===== src/rtl/palette_pkg.sv =====
// Shared types and constants for the palette copy engine.
package palette_pkg;

    typedef enum logic [1:0] {
        ST_IDLE  = 2'd0,
        ST_REQ   = 2'd1,
        ST_WRITE = 2'd2,
        ST_DONE  = 2'd3
    } state_t;

    localparam int unsigned CH_W        = 5;
    localparam int unsigned R_LSB       = 0;
    localparam int unsigned G_LSB       = 5;
    localparam int unsigned B_LSB       = 10;
    localparam int unsigned FLAG_BIT    = 15;
    localparam int unsigned PAL_ENTRIES = 1024;
    localparam int unsigned IDX_W       = 10;
    localparam int unsigned PAL_AW      = 11;

    // Palette CPU port addresses 16-bit words on even byte addresses.
    function automatic logic [PAL_AW-1:0] pal_word_addr_of(input logic [IDX_W-1:0] index);
        return {index, 1'b0};
    endfunction

endpackage


===== src/rtl/palette_scale.sv =====
// Per-channel brightness scaler: (chan * (bright + 1)) >> 5.
module palette_scale
    import palette_pkg::*;
(
    input  logic [CH_W-1:0] chan,
    input  logic [4:0]      bright,
    output logic [CH_W-1:0] scaled_c
);

    logic [10:0] product;

    // bright+1 spans 1..32, so bright=31 is the identity and bright=0 gives zero.
    always_comb begin
        product  = 11'(chan) * 11'({1'b0, bright} + 6'd1);
        scaled_c = CH_W'(product >> 5);
    end

endmodule


===== src/rtl/palette_dma.sv =====
// Copies COUNT source words into one palette bank, scaling each colour channel.
module palette_dma
    import palette_pkg::*;
#(
    parameter int unsigned SRC_AW = 20,
    parameter int unsigned COUNT  = 1024
) (
    input  logic              clk,
    input  logic              reset,
    input  logic              start,
    input  logic [SRC_AW-1:0] src_base,
    input  logic              dst_bank,
    input  logic [4:0]        bright,
    output logic              busy,
    output logic              done,
    output logic              src_req,
    output logic [SRC_AW-1:0] src_addr,
    input  logic              src_ack,
    input  logic [15:0]       src_data,
    output logic              pal_bank,
    output logic [1:0]        pal_we,
    output logic [10:0]       pal_word_addr,
    output logic [15:0]       pal_data
);

    localparam int unsigned LAST = COUNT - 1;

    state_t            state;
    logic [SRC_AW-1:0] base_q;
    logic              bank_q;
    logic [4:0]        bright_q;
    logic [IDX_W-1:0]  index;
    logic [CH_W-1:0]   r_c;
    logic [CH_W-1:0]   g_c;
    logic [CH_W-1:0]   b_c;

    palette_scale u_scale_r (
        .chan     (src_data[R_LSB +: CH_W]),
        .bright   (bright_q),
        .scaled_c (r_c)
    );

    palette_scale u_scale_g (
        .chan     (src_data[G_LSB +: CH_W]),
        .bright   (bright_q),
        .scaled_c (g_c)
    );

    palette_scale u_scale_b (
        .chan     (src_data[B_LSB +: CH_W]),
        .bright   (bright_q),
        .scaled_c (b_c)
    );

    // Transfer sequencer; every output is registered and the scaled word is captured on ack.
    always_ff @(posedge clk) begin
        if (reset) begin
            state         <= ST_IDLE;
            base_q        <= '0;
            bank_q        <= 1'b0;
            bright_q      <= '0;
            index         <= '0;
            busy          <= 1'b0;
            done          <= 1'b0;
            src_req       <= 1'b0;
            src_addr      <= '0;
            pal_bank      <= 1'b0;
            pal_we        <= 2'b00;
            pal_word_addr <= '0;
            pal_data      <= '0;
        end else begin
            done   <= 1'b0;
            pal_we <= 2'b00;
            case (state)
                ST_IDLE: begin
                    if (start) begin
                        base_q   <= src_base;
                        bank_q   <= dst_bank;
                        bright_q <= bright;
                        index    <= '0;
                        src_addr <= src_base;
                        src_req  <= 1'b1;
                        busy     <= 1'b1;
                        state    <= ST_REQ;
                    end
                end
                ST_REQ: begin
                    if (src_ack) begin
                        src_req       <= 1'b0;
                        pal_data      <= {src_data[FLAG_BIT], b_c, g_c, r_c};
                        pal_word_addr <= pal_word_addr_of(index);
                        pal_bank      <= bank_q;
                        pal_we        <= 2'b11;
                        state         <= ST_WRITE;
                    end
                end
                ST_WRITE: begin
                    if (index == IDX_W'(LAST)) begin
                        done  <= 1'b1;
                        state <= ST_DONE;
                    end else begin
                        index    <= index + IDX_W'(1);
                        src_addr <= base_q + SRC_AW'(index) + SRC_AW'(1);
                        src_req  <= 1'b1;
                        state    <= ST_REQ;
                    end
                end
                ST_DONE: begin
                    busy  <= 1'b0;
                    state <= ST_IDLE;
                end
                default: state <= ST_IDLE;
            endcase
        end
    end

endmodule


===== config.mk =====
export PLATFORM = sky130hd
export DESIGN_NAME = palette_dma
export DESIGN_NICKNAME = d
export VERILOG_FILES = /design/src/rtl/palette_pkg.sv /design/src/rtl/palette_scale.sv /design/src/rtl/palette_dma.sv
export SDC_FILE = /design/constraint.sdc
export NUM_CORES = 1
export LEC_CHECK = 0
export ABC_CLOCK_PERIOD_IN_PS = 4850
export CAP_MARGIN = 20
export CORE_ASPECT_RATIO = 2
export CORE_MARGIN = 8
export CORE_UTILIZATION = 40
export CTS_CLUSTER_DIAMETER = 60
export DETAILED_ROUTE_END_ITERATION = 8
export HOLD_SLACK_MARGIN = 0.15
export PLACE_DENSITY = 0.7
export SKIP_CTS_REPAIR_TIMING = 1
export SLEW_MARGIN = 20
export SYNTH_ARGS = -nofsm -noshare
export SYNTH_HDL_FRONTEND = slang
export SYNTH_SLANG_ARGS = --single-unit

===== constraint.sdc =====
create_clock -name clk -period 4.85 [get_ports clk]
set_input_delay 0.97 -clock clk [delete_from_list [all_inputs] [get_ports clk]]
set_output_delay 0.97 -clock clk [all_outputs]
set_load 0.05 [all_outputs]

# After elaboration in Yosys (flattened, before gate mapping)
# Cells that the tools add are included.
totals:
  reg_bits: 90
  rom_bits: 0
  ramBits: 0
  in_bits: 46
  mem_count: 0
  latch_bits: 0
  elab_cells: 58
  output_inout_bits: 53
classes:
  multipliers: 3
  n_shift: 0
  div: 0
  n_addsub: 4
  mux: 17
  n_lt_le_gt_ge: 0
  eq_ne: 7
  n_bitwise: 2
  reduce_logical: 12
ops:
  columns: ["cell", "n"]
  rows:
  - ["two-way mux 20 bit", 2]
  - ["case mux 20 bit (2 select lines)", 1]
  - ["multiplier 5 x 11 -> 10 bit", 3]
  - ["adder 20 x 1 -> 20 bit (second input constant)", 1]
  - ["adder 20 x 10 -> 20 bit", 1]
  - ["two-way mux 10 bit", 2]
  - ["case mux 10 bit (2 select lines)", 1]
  - ["adder 10 x 1 -> 10 bit (second input constant)", 1]
  - ["== test 10 bit (second input constant)", 1]
  - ["two-way mux 2 bit", 4]
  - ["case mux 2 bit (4 select lines)", 1]
  - ["AND reduction 2 bit", 4]
  - ["adder 5 x 1 -> 6 bit (second input constant)", 1]
  - ["!= test 2 bit (second input constant)", 3]
  - ["== test 2 bit (second input constant)", 2]
  - ["two-way mux 1 bit", 4]
  - ["AND reduction 4 bit", 1]
  - ["nonzero test 2 bit", 2]
  - ["OR reduction 2 bit", 2]
  - ["case mux 1 bit (3 select lines)", 1]
  - ["AND reduction 3 bit", 1]
  - ["nonzero test 3 bit", 1]
  - ["== test 2 x 1 -> 1 bit (second input constant)", 1]
  - ["zero test 2 bit", 1]
  - ["2 further kinds", 3]

# Logic depth before layout (Yosys ltp)
logic_depth:
  depth_word: 4
  mapped_depth: 16
  ltp_nobuf: 15

# Hierarchy
# A second synthesis with hierarchy kept.
unflattened:
  cells_unflattened: 849
  hier_area_um2: 6909.1
by_module_without_submodules:
  columns: ["module", "cells_per_inst", "instances", "seq_area_each_um2", "area_per_inst_um2"]
  rows:
  - ["palette_dma", 541, 1, 1781.7, 4240.3]
  - ["palette_scale (u_scale_g ...)", 103, 2, 0.0, 888.4]
  - ["palette_scale (u_scale_b)", 102, 1, 0.0, 892.1]

# Worst setup path after synthesis
# No wires, ideal clock.
synth_timing:
  path_type: "register -> register"
  from: "register bright_q[0]"
  to: "register pal_data[14]"
  arrival_ps: 4112
  slack_ps: 658
  period_less_slack_ps: 4192
  setup_ps: 79
  path_buffers: 1
  required_ps: 4771
  path_stages_with_launch: 16
  path_cell_list: "dfxtp_1 -> ha_1 -> xor2_1 -> clkbuf_1 -> and2_1 -> fa_1 -> fa_1 -> inv_1 -> fa_1 -> inv_1 -> ha_1 -> o21a_1 -> a2111o_1 -> a31oi_1 -> xnor2_1 -> a211oi_2"
synth_via:
  elab_chain_cells: 2
synth_rtl:
  columns: ["item", "line_no", "source"]
  rows:
  - ["from (decl)", "palette_dma.sv:31", "logic [4:0] bright_q;"]
  - ["from (signal assigned)", "palette_dma.sv:79", "bright_q <= bright;"]
  - ["adder 5 x 1 -> 6 bit", "palette_scale.sv:14", "product = 11'(chan) * 11'({1'b0, bright} + 6'd1);"]
  - ["multiplier 5 x 11 -> 10 bit", "palette_scale.sv:14", null]
  - ["to (signal assigned)", "palette_dma.sv:90", "pal_data <= {src_data[FLAG_BIT], b_c, g_c, r_c};"]
  - ["to (decl)", "palette_dma.sv:23", "output logic [15:0] pal_data"]
# No other way between the ends.
# A chain may end at the register's enable or synchronous reset.

# Final worst setup path
layout_timing:
  from: "input port src_data[13]"
  to: "register pal_data[14]"
layout_via:
  elab_chain_cells: 1
layout_rtl:
  columns: ["item", "line_no", "source"]
  rows:
  - ["from (decl)", "palette_dma.sv:19", "input logic [15:0] src_data,"]
  - ["multiplier 5 x 11 -> 10 bit", "palette_scale.sv:14", null]
# No other way between the ends.

==> results.py <==
metrics = {
    "global_route": {
        "grt_first_pass_wirelength_microns": 29100,
        "grt_max_degree": 41,
        "gr-total-overflow": 0,
        "grt_pass1_vias": 5901,
        "antenna_found_initial": 0,
        "grt_usage_pct": 17.4,
    },
    "synth": {
        "synth_common_cells": "nand2_1 (165), dfxtp_1 (89), a21oi_1 (80)",
        "synth_fp_nets": 932,
        "syn-cell-area_sq_um": 6440,
        "synth-simple-area-share_pct": 24.0,
        "syn_inst": 795,
        "synthMuxAreaShare_pct": 0.622,
        "ys_types": 59,
        "async_flop_share_pct": 0,
        "yosysMostFrequentCell": "nand2_1",
        "yosys.area.top_type_share_pct": 27.7,
        "syn_avg_cell_area_sq_um": 8.10,
        "synth_xor_area_share_pct": 4.62,
        "synth_area_leader_cell": "dfxtp_1",
        "synth.area.top_cells": "dfxtp_1 (28%), ha_1 (12%), fa_1 (9.6%)",
        "synth_fa_ha_area_share_pct": 21.3,
        "synth_seq_cells": 89,
        "synth_compound_area_share_pct": 15.7,
        "synth_edf_count": 0,
        "ys.flop_type": "dfxtp_1",
        "synth_seq_area_share_pct": 27.7,
        "synth_warnings": 0,
        "synth_top_family_by_area": "simple AND/OR/NAND/NOR gates",
    },
    "power": {
        "ir_drop_mv": 0.173,
        "pwr-share-clk_pct": 33.5,
        "p_seq_share_pct": 40.3,
        "p_int_mw": 1.32,
        "switching_share_pct": 33.1,
        "power_frac_comb_pct": 26.3,
        "power_density_nw_per_um2": 251,
        "leakage_nw": 3.34,
        "power.switching_mw": 0.653,
    },
    "timing": {
        "fin_skew_ns": 0.00650,
        "worst_pin_slew_ns": 0.840,
        "worst_slack_ns": 0.352,
        "fmax_ghz": 0.222,
        "slew_headroom_pct": 43.6,
        "timing.final.crit_share_pct": 92.7,
        "hold_viol_final": 0,
        "rsz0062_at_grt": "no",
        "setup_viol": 0,
        "fin_crit_ns": 4.50,
        "drv_slew": 0,
        "setup_tns_ns": 0,
    },
    "clock_tree": {
        "cts_max_path_buffers": 2,
        "clkTransAtPathRegs_ns": 0.07,
        "clk_latency_ns": 0.34,
        "numCtsBuffers": 9,
        "cts_tree": "done",
        "cts_sinks": 89,
        "cts_root_buffer": "clkbuf_16",
        "htree_levels": 3,
    },
    "detailed_routing": {
        "firstDrtPassIters": 4,
        "drc": 0,
        "wirelength_microns": 17600,
        "vias_per_cell": 5.22,
        "via_count": 5668,
        "drtIter0Drc": 253,
        "ant_nets": 0,
        "routedWlPerCell_microns": 16.2,
    },
    "final_layout": {
        "n_fill_cell": 1578,
        "final-instance-count-excl-fill": 1086,
        "syn2layout_area_growth_pct": 22.1,
        "antenna_cells": 0,
        "multiInputGateArea_sq_um": 4280,
        "layout-drive-gt1-share_pct": 5.08,
        "seq_area_sq_um": 1780,
        "nets": 1017,
        "finish.utilization_pct": 49.9,
    },
    "worst_setup_path": {
        "startpoint_type": "input port",
        "endpoint_kind": "flip-flop",
        "slowest_delay_ns": 0.55,
        "arrival_ns": 4.69,
        "critPathMostFrequentCell": "fa_1",
        "worstPathRequired_ns": 5.05,
        "cpMaxStageDelayCell": "clkdlybuf4s50_1",
        "critPathKind": "in -> reg",
        "worst-path-max-fanout": 6,
        "crit_path_cell_trace": "clkdlybuf4s50_1 > nand2_1 > fa_1 > fa_1 > fa_1 > inv_1 > ha_1 > o21a_1 > a2111o_1 > a31oi_1 > xnor2_1 > a211oi_2",
    },
    "placement": {
        "placed_cells": 1070,
        "dp_slack_ns": -0.0168,
        "post-dp-hpwl_microns": 14100,
        "gp_congestion": 0.837,
        "portBuffers": 97,
    },
    "run_status": {
        "outcome": "complete, no violations",
    },
    "floorplan": {
        "dieHeight_microns": 195,
        "design.die.area_sq_um": 20700,
        "core.rowCount": 65,
        "initial_core_util_pct": 40.8,
        "core-area_sq_um": 15800,
        "die-width_microns": 106,
        "io_pins": 99,
    },
    "job": {
        "drv_cap": 0,
    },
    "hold_path": {
        "min_path_type": "reg -> reg",
    },
}
[registers in the layout (all words and copies together) (netlist names)]
| name | count |
|---|---|
| pal_we | 1 |
| pal_bank | 1 |
| bright_q | 5 |
| src_req | 1 |
| bank_q | 1 |
| src_addr | 20 |
| pal_data | 16 |
| index | 10 |
| done | 1 |
| state | 2 |
| busy | 1 |
| base_q | 20 |
| pal_word_addr | 10 |
[power groups by stage]
stage               combinational, mW  sequential (mW)  clock [mW]
floorplan                       0.285            0.875           0
global route                    0.582            0.800       0.708
global placement                0.513            0.811           0
detailed placement              0.523            0.811           0
CTS                             0.526            0.795       0.682
finish                          0.518            0.795       0.660
[layout by cell type, fill, tap and decap left out, drive strengths merged, types with 3 or more instances in the layout]
master / n
a211oi: 9
a21o: 8
a21oi: 81
a311oi: 6
a31oi: 8
and2: 41
and3: 6
and4: 3
buf: 18
clkbuf: 9
clkdlybuf4s50: 96
clkinvlp: 5
dfxtp: 89
fa: 31
ha: 60
inv: 50
mux2i: 4
nand2: 165
nand2b: 7
nand3: 12
nand3b: 5
nand4: 6
nand4b: 3
nor2: 40
nor2b: 9
nor3: 18
nor3b: 5
o21a: 7
o21ai: 13
o21bai: 5
o31ai: 4
or3: 3
or4: 4
xnor2: 19
xor2: 15
[stage by stage]
step           instance area (sq um)  hold slack, ns  power, mW
6_report                        7870           0.455       1.97
5_1_grt                         7870           0.466       2.09
4_1_cts                         7870           0.457       2.00
3_5_place_dp                    7590           0.448       1.33
3_3_place_gp                    7590           0.442       1.32
2_1_floorplan                   6440           0.432       1.16
[logic make-up (layout without fill, tap and decap cells)]
family / count (synthesis) / count (layout)
simple gates: 328 / 328
compound gates: 159 / 159
fa+ha+maj: 91 / 91
flops: 89 / 89
buf+inv: 89 / 179
xor+xnor: 34 / 34
mux: 4 / 4
other cells: 1 / 1
[worst max-delay path, delay by kind of cell]
family / cells / cell delay (ns)
compound gates: 4 / 0.96
xor+xnor: 1 / 0.17
fa+ha+maj: 4 / 1.89
buf+inv: 2 / 0.60
simple gates: 1 / 0.11
[routing by layer]
metal / share of wire [%] / global-route usage (%)
met3: 4.1 / 2.74
met1: 36 / 16.9
met4: 3.6 / 8.40
met2: 56 / 33.9
met5: 0 / 0
[final timing paths]
kind         depth (start not counted)                startpoint  slack (ns)                        end
max reg2reg                         12  bright_q[1]$_SDFFE_PP0P_        0.53  pal_data[14]$_SDFFE_PP0P_
min                                  2         busy$_SDFFE_PP0P_        0.45          busy$_SDFFE_PP0P_
min reg2reg                          2         busy$_SDFFE_PP0P_        0.45          busy$_SDFFE_PP0P_
max                                 12              src_data[13]        0.35  pal_data[14]$_SDFFE_PP0P_
[area by class of cell]
type	instances	area share [%]
clock buffers	9	2.86
clock inverters	7	0.700
inverters	49	2.34
multi-input cells	617	54.4
flip-flops and latches	89	22.6
well taps	201	3.20
repair buffers	114	13.9
Power figures use the tool's default switching activity.
